--- src/rtl/bus_access_arbiter.sv ---
// rtl/bus_access_arbiter.sv - two-port arbiter sharing one 68000 bus-cycle engine
module bus_access_arbiter #(
    parameter int STARVE_LIMIT = 4,
    parameter int ADDR_W       = 24
) (
    input  logic              SYSCLK,
    input  logic              nRESET,
    input  logic              REQ0_VALID,
    input  logic [ADDR_W-1:0] REQ0_ADDR,
    input  logic [1:0]        REQ0_SIZE,
    input  logic              REQ0_READ,
    input  logic [2:0]        REQ0_FC,
    input  logic [31:0]       REQ0_WDATA,
    output logic              REQ0_DONE,
    input  logic              REQ1_VALID,
    input  logic [ADDR_W-1:0] REQ1_ADDR,
    input  logic [1:0]        REQ1_SIZE,
    input  logic              REQ1_READ,
    input  logic [2:0]        REQ1_FC,
    input  logic [31:0]       REQ1_WDATA,
    output logic              REQ1_DONE,
    output logic [31:0]       RDATA,
    output logic [1:0]        GRANT,
    input  logic              EXT_MASTER,
    output logic              ENG_START,
    output logic [ADDR_W-1:0] ENG_ADDR,
    output logic [1:0]        ENG_SIZE,
    output logic              ENG_READ,
    output logic [2:0]        ENG_FC,
    output logic [31:0]       ENG_WDATA,
    input  logic              ENG_BUSY,
    input  logic              ENG_DONE,
    input  logic [31:0]       ENG_RDATA
);

    localparam logic [3:0] LIMIT = 4'(STARVE_LIMIT);

    // S_DONE is the cycle the completion pulse is visible; no arbitration happens in it
    typedef enum logic [1:0] {
        S_IDLE,
        S_ISSUE,
        S_WAIT,
        S_DONE
    } state_t;

    state_t              state_q, state_d;
    logic [3:0]          starve_q, starve_d;
    logic [1:0]          grant_q, grant_d;
    logic                start_q, start_d;
    logic                done0_q, done0_d;
    logic                done1_q, done1_d;
    logic [31:0]         rdata_q, rdata_d;
    logic [ADDR_W-1:0]   addr_q, addr_d;
    logic [1:0]          size_q, size_d;
    logic                read_q, read_d;
    logic [2:0]          fc_q, fc_d;
    logic [31:0]         wdata_q, wdata_d;
    logic                pick1;

    // Port 1 wins only when port 0 is absent or port 1 has been starved long enough
    assign pick1 = REQ1_VALID && (!REQ0_VALID || (starve_q >= LIMIT));

    // Next-state logic: arbitration, engine handshake and completion routing
    always_comb begin
        state_d  = state_q;
        starve_d = REQ1_VALID ? starve_q : 4'd0;
        grant_d  = grant_q;
        start_d  = 1'b0;
        done0_d  = 1'b0;
        done1_d  = 1'b0;
        rdata_d  = rdata_q;
        addr_d   = addr_q;
        size_d   = size_q;
        read_d   = read_q;
        fc_d     = fc_q;
        wdata_d  = wdata_q;
        case (state_q)
            S_IDLE: begin
                if (!EXT_MASTER && (REQ0_VALID || REQ1_VALID)) begin
                    start_d = 1'b1;
                    state_d = S_ISSUE;
                    if (pick1) begin
                        grant_d  = 2'b10;
                        starve_d = 4'd0;
                        addr_d   = REQ1_ADDR;
                        size_d   = REQ1_SIZE;
                        read_d   = REQ1_READ;
                        fc_d     = REQ1_FC;
                        wdata_d  = REQ1_WDATA;
                    end else begin
                        grant_d = 2'b01;
                        if (REQ1_VALID && (starve_q < LIMIT)) begin
                            starve_d = starve_q + 4'd1;
                        end
                        addr_d  = REQ0_ADDR;
                        size_d  = REQ0_SIZE;
                        read_d  = REQ0_READ;
                        fc_d    = REQ0_FC;
                        wdata_d = REQ0_WDATA;
                    end
                end
            end
            S_ISSUE: begin
                if (ENG_BUSY) begin
                    state_d = S_WAIT;
                end else begin
                    start_d = 1'b1;
                end
            end
            S_WAIT: begin
                if (ENG_DONE) begin
                    state_d = S_DONE;
                    grant_d = 2'b00;
                    done0_d = grant_q[0];
                    done1_d = grant_q[1];
                    if (read_q) begin
                        rdata_d = ENG_RDATA;
                    end
                end
            end
            S_DONE: begin
                state_d = S_IDLE;
            end
            default: begin
                state_d = S_IDLE;
                grant_d = 2'b00;
            end
        endcase
    end

    // State and output registers; reset abandons any cycle in flight
    always_ff @(posedge SYSCLK or negedge nRESET) begin
        if (!nRESET) begin
            state_q  <= S_IDLE;
            starve_q <= 4'd0;
            grant_q  <= 2'b00;
            start_q  <= 1'b0;
            done0_q  <= 1'b0;
            done1_q  <= 1'b0;
            rdata_q  <= 32'd0;
            addr_q   <= '0;
            size_q   <= 2'd0;
            read_q   <= 1'b0;
            fc_q     <= 3'd0;
            wdata_q  <= 32'd0;
        end else begin
            state_q  <= state_d;
            starve_q <= starve_d;
            grant_q  <= grant_d;
            start_q  <= start_d;
            done0_q  <= done0_d;
            done1_q  <= done1_d;
            rdata_q  <= rdata_d;
            addr_q   <= addr_d;
            size_q   <= size_d;
            read_q   <= read_d;
            fc_q     <= fc_d;
            wdata_q  <= wdata_d;
        end
    end

    assign REQ0_DONE = done0_q;
    assign REQ1_DONE = done1_q;
    assign RDATA     = rdata_q;
    assign GRANT     = grant_q;
    assign ENG_START = start_q;
    assign ENG_ADDR  = addr_q;
    assign ENG_SIZE  = size_q;
    assign ENG_READ  = read_q;
    assign ENG_FC    = fc_q;
    assign ENG_WDATA = wdata_q;

endmodule

--- config.mk ---
export PLATFORM = sky130hd
export DESIGN_NAME = bus_access_arbiter
export DESIGN_NICKNAME = d
export VERILOG_FILES = /design/src/rtl/bus_access_arbiter.sv
export SDC_FILE = /design/constraint.sdc
export NUM_CORES = 1
export LEC_CHECK = 0
export ABC_AREA = 1
export CORE_MARGIN = 5
export CORE_UTILIZATION = 40
export CTS_CLUSTER_SIZE = 8
export DETAILED_ROUTE_END_ITERATION = 10
export PLACE_DENSITY = 0.81
export SETUP_SLACK_MARGIN = 0.4
export SYNTH_ARGS = -nofsm -noshare
export SYNTH_HDL_FRONTEND = slang
export SYNTH_SLANG_ARGS = --single-unit
export TNS_END_PERCENT = 1
--- constraint.sdc ---
create_clock -name SYSCLK -period 1.83 [get_ports SYSCLK]
set_input_delay 0.183 -clock SYSCLK [delete_from_list [all_inputs] [get_ports SYSCLK]]
set_output_delay 0.183 -clock SYSCLK [all_outputs]
set_load 0.005 [all_outputs]
### After elaboration in Yosys (flattened, before gate mapping)

Cells that the tools add are included.

| word-level totals | value |
|---|---|
| bits in read-only memories | 0 |
| bits in registers | 105 |
| output and inout bits | 99 |
| bits in latches | 0 |
| memories | 0 |
| input bits | 163 |
| bits in writable memories | 0 |
| word-level logic and storage cells | 59 |

| operators by class | value |
|---|---|
| shifts and indexed selects | 0 |
| equality and inequality tests | 6 |
| $add $sub $neg | 1 |
| multipliers | 0 |
| bitwise gates (word level) | 0 |
| reduce and logical (&&, ||, !) cells | 13 |
| $lt $le $gt $ge | 2 |
| divide/modulo/power cells | 0 |
| muxes and demuxes | 25 |

Operators by type and width:

| operator | number |
|---|---|
| two-way mux 32 bit | 1 |
| two-way mux 24 bit | 1 |
| two-way mux 4 bit | 5 |
| two-way mux 2 bit | 7 |
| AND reduction 3 bit | 3 |
| one-hot mux 2 bit (4 select lines) | 1 |
| two-way mux 1 bit | 7 |
| inequality test 2 bit, second input constant | 3 |
| adder 4 x 1 -> 4 bit, second input constant | 1 |
| equality test 2 bit, second input constant | 2 |
| greater-or-equal comparator 4 x 3 -> 1 bit, second input constant | 1 |
| < comparator 4 x 3 -> 1 bit, second input constant | 1 |
| one-hot mux 2 bit (2 select lines) | 1 |
| logical AND 1 bit | 3 |
| two-way mux 3 bit | 1 |
| equality test 2 x 1 -> 1 bit, second input constant | 1 |
| zero test 1 bit | 2 |
| zero test 2 bit | 1 |
| logical OR 1 bit | 2 |
| one-hot mux 1 bit (2 select lines) | 1 |
| AND reduction 2 bit | 1 |
| nonzero test 2 bit | 1 |

### Depth between registers and ports, before layout

Gate-level depths: netlist (run 1).

| logic depth | value |
|---|---|
| depth in word-level cells | 6 |
| mapped depth | 8 |
| depth with buffers taken out | 8 |

### Worst setup path after synthesis (run 1)

Ideal clock, no wire load.

| path | value |
|---|---|
| path type | register to register |
| start point | reg state_q[0] |
| end point | reg rdata_q[10], in the netlist RDATA[10] |
| buffers on the path | 1 |
| library setup time | 0.128 ns |
| arrival time | 1.321 ns |
| clock period less this slack | 1.448 ns |
| slack | 0.382 ns |
| cell stages (with the launch flop) | 6 |
| required time | 1.702 ns |
| cells stage by stage | dfrtp_1 > inv_1 > ha_1 > nand3_2 > buf_2 > mux2_1 |

| on the way | value |
|---|---|
| longest elaborated chain between the ends | 2 |

Ends and longest elaborated chain:

| element | line | RTL |
|---|---|---|
| start, declared | 46 | `state_t state_q, state_d;` |
| start signal, assigned | 147 | `state_q <= state_d;` |
| equality test 2 bit | 77 | `case (state_q)` |
| AND reduction 3 bit (no source line) | - |  |
| end signal, assigned | 153 | `rdata_q <= rdata_d;` |
| end, declared | 52 | `logic [31:0] rdata_q, rdata_d;` |

Every way passes these cells.
A chain may end at the register's enable or synchronous reset.

### Worst setup path in the final report (run 1)

| path | value |
|---|---|
| start point | reg state_q[0] |
| end point | reg rdata_q[12], in the netlist RDATA[12] |

The elaborated chain is that of the path after synthesis.

==> results of run 1 <==
report_power, final:
group          switching [mW]  internal [mW]
clock                   0.882           1.34
combinational            1.84           2.81
sequential              0.579           3.36
cell usage after synthesis, types with 2 or more instances:
cell      instances
clkbuf_1          2
buf_6             2
buf_2            23
buf_1             3
ha_1              5
buf_4             7
nand4_1           2
inv_1            11
dfrtp_1         105
inv_2             2
a21oi_1           4
mux2_2            2
mux2_1           30
nand3_2           2
nand3_1          69
nor2_1            9
nand2_1         329
routing by layer:
| layer | routed length (um) | vias to the layer above | global-route usage [%] |
|---|---|---|---|
| met5 | 0 | - | 0 |
| met4 | 291 | 0 | 6.30 |
| met3 | 1840 | 20 | 8.08 |
| met2 | 8130 | 208 | 37.8 |
| met1 | 6080 | 2220 | 23.6 |
| li1 | - | 2423 | - |
path summary, 6_finish.rpt:
kind | cells past startpoint | slack (ns) | endpoint | start
setup / recovery | 5 | 0.30 | RDATA[12] | state_q[0]
hold / removal | 3 | 0.26 | starve_q[1] | REQ1_VALID
setup reg to reg | 5 | 0.30 | RDATA[12] | state_q[0]
hold reg to reg | 2 | 0.48 | ENG_ADDR[11] | ENG_ADDR[11]
max in group asynchronous | 3 | 0.93 | ENG_WDATA[19] | nRESET
min in group asynchronous | 2 | 0.34 | ENG_ADDR[0] | nRESET
metrics by stage:
stage	hold slack (ns)	setup WS [ns]	std cells
2_1_floorplan	-0.113	0.415	612
4_1_cts	0.260	0.290	1035
3_3_place_gp	0.155	0.299	1018
3_5_place_dp	0.157	0.250	1018
6_report	0.261	0.304	1038
5_1_grt	0.293	0.262	1038
critical path, stage by stage, from the launching register on:
cell	delay [ns]
dfrtp_1	0.42
inv_2	0.14
ha_4	0.18
nand3_4	0.10
clkbuf_16	0.21
mux2_1	0.35
timing repair:
item                       CTS  global route
hold buffers                 1             0
setup endpoints to repair  107           157
buffers inserted             1             1
gates cloned                 0             1
hold endpoints to repair    28             0
pin swaps                    0             0
resized for setup            0             9
state kept, by name, summed over array words and instances (netlist names), 2 cells and up:
| name | flops |
|---|---|
| ENG_WDATA | 32 |
| RDATA | 32 |
| ENG_ADDR | 24 |
| starve_q | 4 |
| ENG_FC | 3 |
| ENG_SIZE | 2 |
| GRANT | 2 |
| state_q | 2 |
final cells by class:
| cell class | count | area, um^2 |
|---|---|---|
| Clock buffer | 9 | 225 |
| Tap cell | 168 | 210 |
| Fill cell | 983 | 3920 |
| Timing Repair Buffer | 279 | 2860 |
| Inverter | 13 | 48.8 |
| Clock inverter | 6 | 115 |
| Sequential cell | 105 | 2630 |
| Multi-Input combinational cell | 457 | 2160 |
| Antenna cell | 1 | 2.50 |
kinds of logic (layout without fill, tap and decap cells):
group | count (synthesis) | in the layout | share of synthesized area, %
mux | 32 | 32 | 7.20
fa+ha+maj | 5 | 5 | 1.25
buf+inv | 50 | 307 | 5.15
compound gates | 5 | 5 | 0.500
simple gates | 415 | 415 | 33.4
flops | 105 | 105 | 52.5
other cells | 0 | 1 | 0
==> out/results.ini, run 1 <==
[clock_tree]
cts.sinks=105
cts.clk_slew.worst_paths_ns=0.07
cts_tree=built
cts_buffers=9
clock_path_buffers=2
h-tree-depth=3
clk_latency_ns=0.34
root_buffer=clkbuf_16

[detailed_routing]
drc=0
wl_per_cell_um=15.7
vias_per_cell=4.69
drt-total-wl_um=16300
drt_iter0_markers=398
vias=4871
postRouteAntennaNets=0
drt-pass1-iter-count=4

[die]
die_h_um=122
initial_core_util_pct=41.1
coreArea_um2=12200
fp.dieArea_um2=14800
die_w_um=122
num_io_pins=262
placementRows=40

[sta]
fin_crit_sh_pct=83.4
finClkSkew_ns=0.0102
setup_viol=0
rsz0062_at_grt=true
min_period_ns=1.53
hold_violations=0
timing.fmax_mhz=655
slew_violations=0
fin_setup_tns_ns=0
tightest_slew_ns=0.433
relSlewSlack_pct=71.1

[logic_synthesis]
synth_edf_count=0
synth-seq-cells=105
synth-async-reset-ratio_pct=100
synth_fp_nets=780
synth_seq_area_share_pct=52.5
syn_avg_cell_area_um2=8.18
syn-cell-area_um2=5000
synth_top_area_cell=dfrtp_1
synth_flop_cell=dfrtp_1
synth_top_area_share_pct=52.5
yosysUniqueCellTypes=22
yosysWarnings=0
yosys-top-cells-area=dfrtp_1, nand2_1, nand3_1, mux2_1, buf_2
syn_inst=612

[placed_design]
post_dp_cell_area_um2=7810
port_buffers=261
gp_congestion=0.801
dp_hpwl_um=12200

[final_layout]
utilization_pct=67.8
areaGrowthSynthToFinish_pct=64.8
drive_gt1_share_pct=5.52
layout_commonest_cell=nand2_1
fin_area_um2=8250
layout_common_cells=nand2_1, clkdlybuf4s50_1, dfrtp_1
nets=1033

[job]
cap_viol_max_count=0

[critical_path]
crit_path_end_kind=flip-flop
crit_path_start_kind=flip-flop
required_ns=2.05
arrival_ns=1.75
path_max_fanout=16
critPathKind=flip-flop to flip-flop

[power]
p_total_mw=10.8
ir_worst_vdd_mv=0.565
powerDensity_nw_per_um2=1310
p_leak_nw=4.02

[grt]
grt_overflow_total=0
grt_pass1_wl_um=24700
grt_pass1_vias=4874
grt_max_degree=41
track_usage_pct=21.2
antenna_found_initial=1

[status]
status=complete, no violations

[worst_hold_path]
hold_class=primary input to flip-flop

(Power assumes the default switching activity.)
==> run 2: changes to the inputs <==
clock period = 1.5 ns   (was 1.83 ns; I/O delays follow)
==> run 2 against run 1 <==
Compared with the run above:
- clock skew shrank 0.0020 ns
- maximum frequency grew 7.5%
- setup slack lost 0.22 ns
- final area grew 3.4%
- register-to-register slack lost 0.22 ns
- highest routed layer unchanged
- clock power grew 9.5%
- global-route usage grew 0.17 points
- via count grew 2.0%
- hold slack lost 0.067 ns
- die area is the same
- sequential power grew 22%
- final cell count grew 2.2%
- critical endpoint is now ENG_ADDR[16]
- critical path type unchanged
==> out/results.ini, run 2 (synthesis results as in run 1) <==
[die]
initial_core_util_pct=41.1  ; unchanged
die_h_um=122  ; unchanged
coreArea_um2=12200  ; unchanged
fp.dieArea_um2=14800  ; unchanged
die_w_um=122  ; unchanged
placementRows=40  ; unchanged
num_io_pins=262  ; unchanged

[grt]
grt_overflow_total=0  ; unchanged
grt_pass1_wl_um=25300  ; +2.5%
track_usage_pct=21.4  ; +0.17 points
grt_pass1_vias=4984  ; +2.3%
grt_max_degree=44  ; +7.3%
antenna_found_initial=0  ; -1

[worst_hold_path]
whs_endpoint=starve_q[0]
worstHoldStart=REQ1_VALID
hold_path_depth=5  ; +2
hold_class=primary input to flip-flop

[critical_path]
cpMostUsedCell=nand2_1
rr_startpoint=state_q[0]
critPathKind=flip-flop to flip-flop
reg2reg_slack_ns=0.08  ; -0.22 ns
required_ns=1.73  ; -0.32 ns
path_max_fanout=10  ; -6
max_stage_delay_ns=0.39  ; -0.03 ns
cp-startpoint=state_q[0]
arrival_ns=1.65  ; -0.10 ns
crit_path_end_kind=flip-flop
worstPathCellList=inv_2 -> buf_4 -> ha_4 -> nand3_4 -> buf_6 -> clkbuf_16 -> nand2_1 -> nand2_1
worst_path_max_delay_cell=dfrtp_1
crit_path_start_kind=flip-flop
reg2reg_depth=8  ; +3
r2r_end=ENG_ADDR[16]

[clock_tree]
h-tree-depth=3  ; unchanged
cts.clk_slew.worst_paths_ns=0.07  ; about the same
clk_latency_ns=0.34  ; about the same
cts_buffers=9  ; unchanged
cts.sinks=105  ; unchanged
root_buffer=clkbuf_16
clock_path_buffers=2  ; unchanged
cts_tree=built

[sta]
rsz0062_at_grt=true
slew_violations=0  ; unchanged
tightest_slew_ns=0.523  ; +0.0900 ns
min_period_ns=1.42  ; -0.107 ns
whs_ns=0.194  ; -0.0671 ns
relSlewSlack_pct=65.1  ; -6.0 points
fin_crit_sh_pct=94.6  ; +11 points
timing.fmax_mhz=704  ; +7.5%
finClkSkew_ns=0.00813  ; -0.00203 ns
hold_violations=0  ; unchanged
setup_viol=0  ; unchanged
finalWorstSetupSlack_ns=0.0804  ; -0.223 ns

[detailed_routing]
drt-total-wl_um=16000  ; -1.8%
vias_per_cell=4.68  ; -0.24%
wl_per_cell_um=15.1  ; -3.9%
postRouteAntennaNets=0  ; unchanged
drt-pass1-iter-count=5  ; +1
drt_iter0_markers=283  ; -29%
vias=4967  ; +2.0%
drc=0  ; unchanged

[final_layout]
nFillCells=971  ; -1.2%
seqCellArea_um2=2630  ; about the same
drive_gt1_share_pct=8.51  ; +3.0 points
layout_commonest_cell=nand2_1
areaGrowthSynthToFinish_pct=70.3
antenna_cells=0  ; -1
nets=1056  ; +2.2%
layout_common_cells=nand2_1, clkdlybuf4s50_1, dfrtp_1
multiInputGateArea_um2=2180  ; +0.75%

[status]
status=complete, no violations

[placed_design]
gp_congestion=0.842  ; +5.1%
port_buffers=261  ; unchanged
dp_hpwl_um=12000  ; -1.6%
pre_cts_slack_ns=-0.0380  ; -0.288 ns

[power]
p_leak_nw=4.18  ; +4.0%
ir_worst_vdd_mv=0.607  ; +7.3%
powerDensity_nw_per_um2=1550  ; +18%

[job]
cap_viol_max_count=0  ; unchanged

## run 2: cell type report
cell class              count  area share [%]
flip-flops and latches    105            30.9
repair buffers            302            36.9
multi-input cells         457            25.5
well taps                 168            2.47
clock inverters             6           0.866
inverters                  13           0.602
clock buffers              10            2.80
## run 2: metal layers
metal	global-route usage (%)	wire (um)	share of wire, %
met1	25.2	6240	39
met2	37.5	7940	50
met3	6.50	1620	10
met4	6.65	238	1.5
met5	0	0	0
## run 2: through the flow
step	cell area, um^2	utilization, %	TNS (ns)	total power [mW]	instances
floorplan	5050	-	0	6.83	612
global placement	8070	66.3	-0.302	10.5	1035
detailed placement	8070	66.3	-1.17	10.6	1035
CTS	8460	69.6	0	13.2	1057
global route	8520	70.1	0	14.1	1061
finish	8520	70.1	0	13.2	1061
## run 2: timing repair
action                                  4_1_cts  5_1_grt
buffers inserted                              4        3
gates cloned                                  1        1
pin swaps                                     1        0
hold buffers                                  1        0
endpoints found under the setup margin      202      202
resized for setup                            11        3
endpoints found under the hold margin        28        0
## run 2: power breakdown
part	switching, mW	leakage, nW	internal [mW]
clock network	1.06	0.154	1.36
logic	2.30	2.71	3.66
registers	0.706	1.31	4.10
## run 2: worst max-delay path by stage
stage / endpoint / slack (ns)
2_1_floorplan: RDATA[10] / 0.18
3_3_place_gp: ENG_WDATA[5] / -0.02
3_5_place_dp: ENG_WDATA[15] / -0.04
4_1_cts: RDATA[13] / 0.09
5_1_grt: ENG_WDATA[3] / 0.003
6_report: ENG_ADDR[16] / 0.08
## run 2: critical path: cells and delay by family (launching register included)
family | cells | cell delay [ns]
fa+ha+maj | 1 | 0.14
simple gates | 3 | 0.23
flops | 1 | 0.39
buf+inv | 4 | 0.54
==> run 3: changes to the inputs <==
--- a/config.mk
+++ b/config.mk
@@ -12,2 +12,3 @@
 export DETAILED_ROUTE_END_ITERATION = 10
+export MAX_ROUTING_LAYER = met4
 export PLACE_DENSITY = 0.81
==> constraint.sdc (replaced) <==
create_clock -name SYSCLK -period 1.5 [get_ports SYSCLK]
set_input_delay 0.225 -clock SYSCLK [delete_from_list [all_inputs] [get_ports SYSCLK]]
set_output_delay 0.225 -clock SYSCLK [all_outputs]
set_load 0.005 [all_outputs]
==> run 3 against run 2 <==
Compared with the run above:
- via count down 0.46%
- register-to-register slack improved by 0.03 ns
- non-clock buffer count is 5 lower
- clock skew down 0.0013 ns
- sequential share of layout area is 0.78 points higher
- hold slack better by 0.078 ns
- sequential cell count is the same
- clock power is 11% lower
- critical path depth decreased by 3
- sequential power fell by 0.8%
- critical path type unchanged
==> out/results.ini, run 3 (synthesis results as in run 1) <==
[status]
status=complete, no violations

[grt]
grt_max_degree=44  ; unchanged
grt_pass1_wl_um=24500  ; -2.8%
antenna_found_initial=0  ; unchanged
grt_pass1_vias=4904  ; -1.6%
track_usage_pct=21.7  ; +0.24 points
grt_overflow_total=0  ; unchanged

[final_layout]
drive_gt1_share_pct=7.88  ; -0.63 points
nets=1051  ; -0.47%
fin_cells=1056  ; -0.47%
layout_common_cells=nand2_1, clkdlybuf4s50_1, dfrtp_1
areaGrowthSynthToFinish_pct=66.1
fin_area_um2=8310  ; -2.5%
layout_commonest_cell=nand2_1
utilization_pct=68.4  ; -1.7 points
antenna_cells=0  ; unchanged
nFillCells=1022  ; +5.3%

[die]
coreArea_um2=12200  ; unchanged
fp.dieArea_um2=14800  ; unchanged
initial_core_util_pct=41.1  ; unchanged
die_w_um=122  ; unchanged
die_h_um=122  ; unchanged
placementRows=40  ; unchanged
num_io_pins=262  ; unchanged

[sta]
rsz0062_at_grt=true
finalWorstSetupSlack_ns=0.106  ; +0.0251 ns
setup_viol=0  ; unchanged
tightest_slew_ns=0.488  ; -0.0356 ns
slew_violations=0  ; unchanged
timing.fmax_mhz=717  ; +1.8%
min_period_ns=1.39  ; -0.0251 ns
finClkSkew_ns=0.00679  ; -0.00134 ns
hold_violations=0  ; unchanged
relSlewSlack_pct=67.5  ; +2.4 points
fin_crit_sh_pct=93.0  ; -1.7 points
fin_setup_tns_ns=0  ; unchanged

[detailed_routing]
vias_per_cell=4.68  ; about the same
wl_per_cell_um=15.1  ; about the same
drt-pass1-iter-count=4  ; -1
postRouteAntennaNets=0  ; unchanged
vias=4944  ; -0.46%
drt_iter0_markers=372  ; +31%
drc=0  ; unchanged
drt-total-wl_um=16000  ; -0.53%

[worst_hold_path]
whs_endpoint=starve_q[0]
worstHoldStart=REQ1_VALID
hold_class=primary input to flip-flop
hold_path_depth=5  ; unchanged

[placed_design]
port_buffers=261  ; unchanged
pre_cts_slack_ns=-0.112  ; -0.0742 ns
dp_hpwl_um=12100  ; +0.35%
gp_congestion=0.855  ; +1.6%
post_dp_cell_area_um2=8070  ; about the same
dp_cells=1034  ; -0.097%

[critical_path]
max_stage_delay_ns=0.39  ; about the same
rr_startpoint=state_q[0]
crit_path_end_kind=flip-flop
worst_path_max_delay_cell=dfrtp_1
crit_path_start_kind=flip-flop
reg2reg_depth=5  ; -3
cp-startpoint=state_q[0]
crit_buf_inv=2  ; -2
critPathTopFamily=flip-flops
arrival_ns=1.61  ; -0.04 ns
reg2reg_slack_ns=0.11  ; +0.03 ns
required_ns=1.72  ; about the same
worstPathCellList=inv_2 -> ha_4 -> nand3_4 -> buf_12 -> mux2_1
path_max_fanout=13  ; +3
r2r_end=RDATA[5]
critPathKind=flip-flop to flip-flop

[power]
clkPwrFrac_pct=18.2  ; -0.2 points
p_int_mw=8.00  ; -12%
powerDensity_nw_per_um2=1440  ; -7.3%
p_sw_mw=3.93  ; -3.5%
p_leak_nw=4.37  ; +4.5%
pwr-share-comb_pct=41.9  ; -3.3 points
ir_worst_vdd_mv=0.573  ; -5.6%
power_frac_seq_pct=40.0  ; +3.6 points
switching_share_pct=33.0  ; +2.1 points

[job]
cap_viol_max_count=0  ; unchanged

[clock_tree]
cts_tree=built
root_buffer=clkbuf_16
cts.sinks=105  ; unchanged
h-tree-depth=3  ; unchanged
cts_buffers=9  ; unchanged
clock_path_buffers=2  ; unchanged
cts.clk_slew.worst_paths_ns=0.06  ; about the same
clk_latency_ns=0.34  ; about the same

-- run 3: cell count changes in the layout (fill, tap and decap cells not counted), sizes merged --
cell and change:
inv -2, dlygate4sd2 +94, clkinvlp +1, clkinv +1, clkdlybuf4s50 -95, bufinv -1, clkbuf +1, buf -4
-- run 3: metrics by stage --
step	power (mW)	hold WS, ns
2_1_floorplan	6.83	-0.0706
5_1_grt	12.8	0.298
4_1_cts	12.1	0.251
3_3_place_gp	10.5	0.211
3_5_place_dp	10.6	0.214
6_report	11.9	0.272
-- run 3: final cells by class --
cell class	count	area (um^2)	area share, %
clock buffers	11	243	2.92
clock inverters	5	31.3	0.376
inverters	13	53.8	0.647
multi-input cells	457	2180	26.2
flip-flops and latches	105	2630	31.6
well taps	168	210	2.53
repair buffers	297	2970	35.7
-- run 3: how the worst max path moves through the flow --
| stage | end | slack (ns) | cells after the start |
|---|---|---|---|
| 2_1_floorplan | RDATA[10] | 0.18 | 5 |
| 3_3_place_gp | ENG_WDATA[5] | -0.1 | 8 |
| 3_5_place_dp | ENG_WDATA[23] | -0.11 | 8 |
| 4_1_cts | RDATA[5] | 0.09 | 5 |
| 5_1_grt | RDATA[17] | 0.06 | 5 |
| 6_report | RDATA[5] | 0.11 | 5 |
-- run 3: routing by layer --
metal	share of wire (%)	wire, um	track usage, %
met5	0	0	-
met4	1.9	304	6.65
met3	7.2	1150	4.32
met2	50	7990	37.3
met1	41	6510	25.7
-- run 3: worst register-to-register path, stage by stage, from the launching register on --
cell and delay (ns):
dfrtp_1 0.39, inv_2 0.12, ha_4 0.16, nand3_4 0.11
buf_12 0.18, mux2_1 0.32
-- run 3: what timing repair did --
action	in CTS	in global routing
resized for setup	105	6
setup endpoints to repair	202	202
hold buffers	1	0
buffers inserted	4	0
endpoints found under the hold margin	25	0
cloned	0	1
-- run 3: power by group through the flow --
stage	sequential (mW)	clock [mW]	combinational (mW)
3_3_place_gp	4.82	0	5.67
5_1_grt	4.94	2.33	5.54
2_1_floorplan	4.89	0	1.94
6_report	4.77	2.17	5.00
3_5_place_dp	4.86	0	5.78
4_1_cts	4.77	2.24	5.06
